<file path="src/rtl/save_ram_uploader_if.sv">
// Bundles the ioctl upload channel, the save-RAM arbitration handshake and the RAM read port.
// The master modport is the uploader; the slave modport is the HPS/arbiter/RAM environment.
interface save_ram_uploader_if #(
  parameter int ADDR_W = 10
) ();
  logic              ioctl_upload;
  logic [7:0]        ioctl_index;
  logic [24:0]       ioctl_addr;
  logic              ioctl_rd;
  logic [7:0]        ioctl_din;
  logic              ioctl_wait;
  logic              bus_req;
  logic              bus_gnt;
  logic [ADDR_W-1:0] mem_addr;
  logic              mem_rd;
  logic [7:0]        mem_q;

  modport master (
    input  ioctl_upload, ioctl_index, ioctl_addr, ioctl_rd, bus_gnt, mem_q,
    output ioctl_din, ioctl_wait, bus_req, mem_addr, mem_rd
  );

  modport slave (
    output ioctl_upload, ioctl_index, ioctl_addr, ioctl_rd, bus_gnt, mem_q,
    input  ioctl_din, ioctl_wait, bus_req, mem_addr, mem_rd
  );
endinterface

</file>
<file path="src/rtl/save_ram_uploader.sv">
// Serves HPS ioctl upload reads from the battery-backed save RAM, borrowing the RAM
// from the CPU through a request/grant handshake for the duration of the upload.
module save_ram_uploader #(
  parameter int          ADDR_W = 10,
  parameter logic [7:0]  INDEX  = 8'd4,
  parameter int          RD_LAT = 1
) (
  input  logic                  clk_sys,
  input  logic                  reset,
  save_ram_uploader_if.master   io,
  output logic                  busy,
  output logic                  done
);

  typedef enum logic [2:0] {
    IDLE,
    REQ,
    ARMED,
    READ,
    LATCH,
    RELEASE
  } state_e;

  localparam logic [1:0] LatCnt = 2'(RD_LAT);

  state_e            state_q, state_d;
  logic              sel;
  logic              sel_prev_q;
  logic              req_q;
  logic [24:0]       req_addr_q;
  logic              accept;
  logic              pending;
  logic [24:0]       cur_addr;
  logic              pend_q, pend_d;
  logic [24:0]       addr_q, addr_d;
  logic              oor_q, oor_d;
  logic [1:0]        cnt_q, cnt_d;
  logic [7:0]        din_q, din_d;
  logic              wait_q, wait_d;
  logic              bus_req_q, bus_req_d;
  logic [ADDR_W-1:0] mem_addr_q, mem_addr_d;
  logic              mem_rd_q, mem_rd_d;
  logic              busy_q;
  logic              done_q, done_d;

  assign sel = io.ioctl_upload && (io.ioctl_index == INDEX);

  // Requests are captured one cycle before use so every output stays registered.
  assign accept   = req_q && (state_q != IDLE) && (state_q != RELEASE);
  assign pending  = pend_q || accept;
  assign cur_addr = accept ? req_addr_q : addr_q;

  always_comb begin
    state_d    = state_q;
    pend_d     = pend_q;
    addr_d     = addr_q;
    oor_d      = oor_q;
    cnt_d      = cnt_q;
    din_d      = din_q;
    wait_d     = wait_q;
    bus_req_d  = bus_req_q;
    mem_addr_d = mem_addr_q;
    mem_rd_d   = 1'b0;
    done_d     = 1'b0;

    // A second request while one is pending simply overwrites the address.
    if (accept) begin
      pend_d = 1'b1;
      addr_d = req_addr_q;
      wait_d = 1'b1;
    end

    case (state_q)
      IDLE: begin
        if (sel && !sel_prev_q) begin
          state_d   = REQ;
          bus_req_d = 1'b1;
        end
      end
      REQ: begin
        if (io.bus_gnt) begin
          state_d = ARMED;
        end else if (!sel) begin
          state_d = RELEASE;
        end
      end
      ARMED: begin
        if (pending) begin
          if (|cur_addr[24:ADDR_W]) begin
            oor_d   = 1'b1;
            state_d = LATCH;
          end else begin
            oor_d   = 1'b0;
            cnt_d   = 2'd0;
            state_d = READ;
          end
        end else if (!sel) begin
          state_d = RELEASE;
        end
      end
      READ: begin
        if (cnt_q == 2'd0) begin
          mem_rd_d   = 1'b1;
          mem_addr_d = addr_q[ADDR_W-1:0];
        end
        if (cnt_q == LatCnt) begin
          state_d = LATCH;
        end else begin
          cnt_d = cnt_q + 2'd1;
        end
      end
      LATCH: begin
        din_d   = oor_q ? 8'hFF : io.mem_q;
        pend_d  = 1'b0;
        wait_d  = 1'b0;
        state_d = ARMED;
      end
      RELEASE: begin
        bus_req_d = 1'b0;
        done_d    = 1'b1;
        pend_d    = 1'b0;
        wait_d    = 1'b0;
        state_d   = IDLE;
      end
      default: begin
        state_d = IDLE;
      end
    endcase
  end

  always_ff @(posedge clk_sys) begin
    if (reset) begin
      state_q    <= IDLE;
      sel_prev_q <= 1'b0;
      req_q      <= 1'b0;
      req_addr_q <= '0;
      pend_q     <= 1'b0;
      addr_q     <= '0;
      oor_q      <= 1'b0;
      cnt_q      <= 2'd0;
      din_q      <= 8'h00;
      wait_q     <= 1'b0;
      bus_req_q  <= 1'b0;
      mem_addr_q <= '0;
      mem_rd_q   <= 1'b0;
      busy_q     <= 1'b0;
      done_q     <= 1'b0;
    end else begin
      state_q    <= state_d;
      sel_prev_q <= sel;
      req_q      <= io.ioctl_rd && sel;
      req_addr_q <= io.ioctl_addr;
      pend_q     <= pend_d;
      addr_q     <= addr_d;
      oor_q      <= oor_d;
      cnt_q      <= cnt_d;
      din_q      <= din_d;
      wait_q     <= wait_d;
      bus_req_q  <= bus_req_d;
      mem_addr_q <= mem_addr_d;
      mem_rd_q   <= mem_rd_d;
      busy_q     <= (state_d != IDLE);
      done_q     <= done_d;
    end
  end

  assign io.ioctl_din  = din_q;
  assign io.ioctl_wait = wait_q;
  assign io.bus_req    = bus_req_q;
  assign io.mem_addr   = mem_addr_q;
  assign io.mem_rd     = mem_rd_q;
  assign busy          = busy_q;
  assign done          = done_q;

endmodule

</file>
<file path="src/flat_wrapper.sv">
// flat-port wrapper written by rule: the top's interface ports become plain ports
module save_ram_uploader_flat 
#(
  parameter int          ADDR_W = 10,
  parameter logic [7:0]  INDEX  = 8'd4,
  parameter int          RD_LAT = 1
)
  (clk_sys, reset, busy, done, io_ioctl_upload, io_ioctl_index, io_ioctl_addr, io_ioctl_rd, io_bus_gnt, io_mem_q, io_ioctl_din, io_ioctl_wait, io_bus_req, io_mem_addr, io_mem_rd);
  save_ram_uploader_if #(.ADDR_W(ADDR_W)) io_i ();
  input  logic clk_sys;
  input  logic reset;
  output logic busy;
  output logic done;
  input wire logic [$bits(io_i.ioctl_upload)-1:0] io_ioctl_upload;
  input wire logic [$bits(io_i.ioctl_index)-1:0] io_ioctl_index;
  input wire logic [$bits(io_i.ioctl_addr)-1:0] io_ioctl_addr;
  input wire logic [$bits(io_i.ioctl_rd)-1:0] io_ioctl_rd;
  input wire logic [$bits(io_i.bus_gnt)-1:0] io_bus_gnt;
  input wire logic [$bits(io_i.mem_q)-1:0] io_mem_q;
  output wire logic [$bits(io_i.ioctl_din)-1:0] io_ioctl_din;
  output wire logic [$bits(io_i.ioctl_wait)-1:0] io_ioctl_wait;
  output wire logic [$bits(io_i.bus_req)-1:0] io_bus_req;
  output wire logic [$bits(io_i.mem_addr)-1:0] io_mem_addr;
  output wire logic [$bits(io_i.mem_rd)-1:0] io_mem_rd;
  assign io_i.ioctl_upload = io_ioctl_upload;
  assign io_i.ioctl_index = io_ioctl_index;
  assign io_i.ioctl_addr = io_ioctl_addr;
  assign io_i.ioctl_rd = io_ioctl_rd;
  assign io_i.bus_gnt = io_bus_gnt;
  assign io_i.mem_q = io_mem_q;
  assign io_ioctl_din = io_i.ioctl_din;
  assign io_ioctl_wait = io_i.ioctl_wait;
  assign io_bus_req = io_i.bus_req;
  assign io_mem_addr = io_i.mem_addr;
  assign io_mem_rd = io_i.mem_rd;
  save_ram_uploader #(.ADDR_W(ADDR_W), .INDEX(INDEX), .RD_LAT(RD_LAT)) u_core (.clk_sys(clk_sys), .reset(reset), .io(io_i), .busy(busy), .done(done));
endmodule
</file>
<file path="config.mk">
export PLATFORM = sky130hd
export DESIGN_NAME = save_ram_uploader_flat
export DESIGN_NICKNAME = d
export VERILOG_FILES = /design/src/rtl/save_ram_uploader_if.sv /design/src/rtl/save_ram_uploader.sv /design/src/flat_wrapper.sv
export SDC_FILE = /design/constraint.sdc
export NUM_CORES = 1
export LEC_CHECK = 0
export CORE_MARGIN = 5
export CORE_UTILIZATION = 55
export CTS_BUF_LIST = sky130_fd_sc_hd__clkbuf_16
export CTS_CLUSTER_DIAMETER = 100
export DETAILED_ROUTE_END_ITERATION = 8
export DONT_BUFFER_PORTS = 1
export HOLD_SLACK_MARGIN = 0.15
export PLACE_DENSITY_LB_ADDON = 0.12
export SLEW_MARGIN = 20
export SYNTH_ARGS = -nofsm -noshare
export SYNTH_HDL_FRONTEND = slang
export SYNTH_SLANG_ARGS = --single-unit
</file>
<file path="constraint.sdc">
create_clock -name clk_sys -period 1.4 [get_ports clk_sys]
set_input_delay 0.07 -clock clk_sys [delete_from_list [all_inputs] [get_ports clk_sys]]
set_output_delay 0.07 -clock clk_sys [all_outputs]
set_load 0.03 [all_outputs]
</file>
==> reports/qor.yml <==
status: "complete, no violations"
cts-root-buf: "clkbuf_16"
cts_tree: "yes"
gp_congestion: 0.757
finClkSkew_ps: 5.02
fp.dieArea_um2: 6780
final_cells: 422
num_antenna_cells: 0
synth_most_common_cell: "dfxtp_1"
finalHoldViolCount: 0
dp_hpwl_um: 3470
ioPinCount: 69
synth_area_per_cell_um2: 9.57
syn-instance-count: 301
syn-num-nets: 349
yosys.area.top_type: "dfxtp_1"
clock-sinks: 81
finalCritPeriodShare_pct: 99.2
path_clk_slew_ps: 60
clock_latency_ps: 330
dr_wl_met3_um: 306
yosys-top-cells-count: "81 x dfxtp_1, 50 x nor2_1, 27 x nand2_1"
grt_pass1_wl_um: 9230
drtIter0Drc: 123
arrival_ps: 1600
seq_area_frac_synth_pct: 56.3
slew_headroom_pct: 76.7
tns_ps: 0
met2RoutedLength_um: 2820
grt_antenna_before_repair: 0
grt_pass1_vias: 2016
fin_nets: 396
holdCritPathClass: "in -> reg"
fp-row-count: 26
powerDensity_nw_per_um2: 1260
firstDrtPassIters: 4
yosysUniqueCellTypes: 34
die_h_um: 82.4
drc: 0
port_buffers: 0
htree_levels: 3
cap_viol_max_count: 0
setup_violations: 0
worstPathRequired_ps: 1610
place_ws_ps: -14.5
ys.flop_type: "dfxtp_1"
fin_util_pct: 74.6
power_leakage_nw: 1.64
highest_layer: "met4"
yosysWarnings: 0
core_um2: 5110
min_period_ps: 1390
numCtsBuffers: 9
startpoint_type: "register"
dp.cells: 366
wire_per_inst_um: 14.1
crit_type: "reg -> reg"
synthArstFlopShare_pct: 0
ant_nets: 0
irDropWorstVdd_v: 0.000958
syn_to_final_growth_pct: 32.2
power.total_w: 0.00478
r2r_setup_slack_ps: 10
grt-ovfl-total: 0
layout-drive-gt1-share_pct: 13.6
wirelength_met1_um: 2750
rsz0062_at_grt: "true"
slew_violations: 0
vias: 2167
max_slew.worst_pin.slew_ps: 349
synth_top_area_share_pct: 56.3
fin_ws_ps: 11.6
clockBufferDepth: 2
synth-seq-cells: 81
synth_area_um2: 2880
path_max_fanout: 10
clock.fmax_mhz: 720
viasPerCell: 5.14
start_util_pct: 56.4
die-width_um: 82.4
cp-end-kind: "register"
grt_max_degree: 56
ys_top_cells_by_area: "dfxtp_1 56%, mux2i_1 9.0%, nor2_1 6.5%, nor2b_1 5.6%, nand2_1 3.5%"
gr-usage-all-layers_pct: 18.2
cts_hold_buf: 40
synth_edf_count: 0
drt-total-wl_um: 5970
-- power breakdown --
group          total, W  internal, W  switching, W
Clock           0.00223      0.00136      0.000875
Combinational  0.000176     0.000115     0.0000610
Sequential      0.00237      0.00234     0.0000275
Total           0.00478      0.00382      0.000963
-- layout make-up --
class / count / area (µm²)
flip-flops and latches: 81 / 1630
well taps: 70 / 87.6
clock buffers: 9 / 225
inverters: 4 / 15.0
fillers: 383 / 1300
clock inverters: 6 / 58.8
repair buffers: 56 / 551
multi-input cells: 196 / 1240
-- sequential cells by signal, summed over array words and instances (netlist names), 2 cells and up --
signal / flops
u_core.addr_q: 25
u_core.cnt_q: 2
u_core.io.ioctl_din: 8
u_core.io.mem_addr: 10
u_core.req_addr_q: 25
u_core.state_q: 3
-- stage by stage --
stage	hold slack, ps	cell area [µm²]
after CTS	65.0	3720
final	75.0	3810
after global routing	83.8	3810
after floorplan	192	2880
after global placement	149	3000
after detailed placement	152	3000
-- critical path, stage by stage (launching register included) --
cell     delay [ps]
dfxtp_4         370
xor2_2          160
o21ai_4         190
buf_4           260
mux2i_1         240
nor2_1           50
-- placed cells by master, fill, tap and decap left out, types with 3 or more instances in the layout --
| master | instances |
|---|---|
| dfxtp_1 | 76 |
| nor2_1 | 50 |
| dlygate4sd3_1 | 39 |
| nand2_1 | 27 |
| mux2i_1 | 25 |
| nor2b_1 | 25 |
| a21oi_1 | 16 |
| buf_4 | 14 |
| a211oi_1 | 9 |
| clkbuf_16 | 9 |
| nor3_1 | 8 |
| inv_1 | 4 |
| dfxtp_2 | 4 |
| nor4_4 | 3 |
| nand2b_1 | 3 |
-- metal layers --
metal,global-route usage (%),up-vias
met2,29.6,56
met5,0,-
met4,9.14,0
met1,22.9,1003
met3,3.58,9
li1,-,1099
-- repair_timing --
item / 4_1_cts / 5_1_grt
pin swaps: 0 / 2
endpoints found under the setup margin: 17 / 50
resized for setup: 5 / 18
buffers inserted: 0 / 1
hold endpoints to repair: 81 / 47
-- path summary, 6_finish.rpt --
kind / startpoint / end / cells past startpoint
worst max-delay path: u_core.state_q[2] / u_core.addr_q[9] / 5
worst min-delay path: reset / u_core.addr_q[8] / 2
worst max register to register: u_core.state_q[2] / u_core.addr_q[9] / 5
worst min register to register: u_core.addr_q[0] / u_core.io.mem_addr[0] / 2
-- cell families (layout without fill, tap and decap cells) --
family	count (synthesis)	count (layout)	synth area share, %
mux	26	26	9.04
buf+inv	24	75	3.95
flops	81	81	56.3
xor+xnor	1	1	0.304
fa+ha+maj	2	2	0.869
simple gates	131	131	21.7
compound gates	36	36	7.82
No activity file was read; power rests on OpenSTA's default activity.
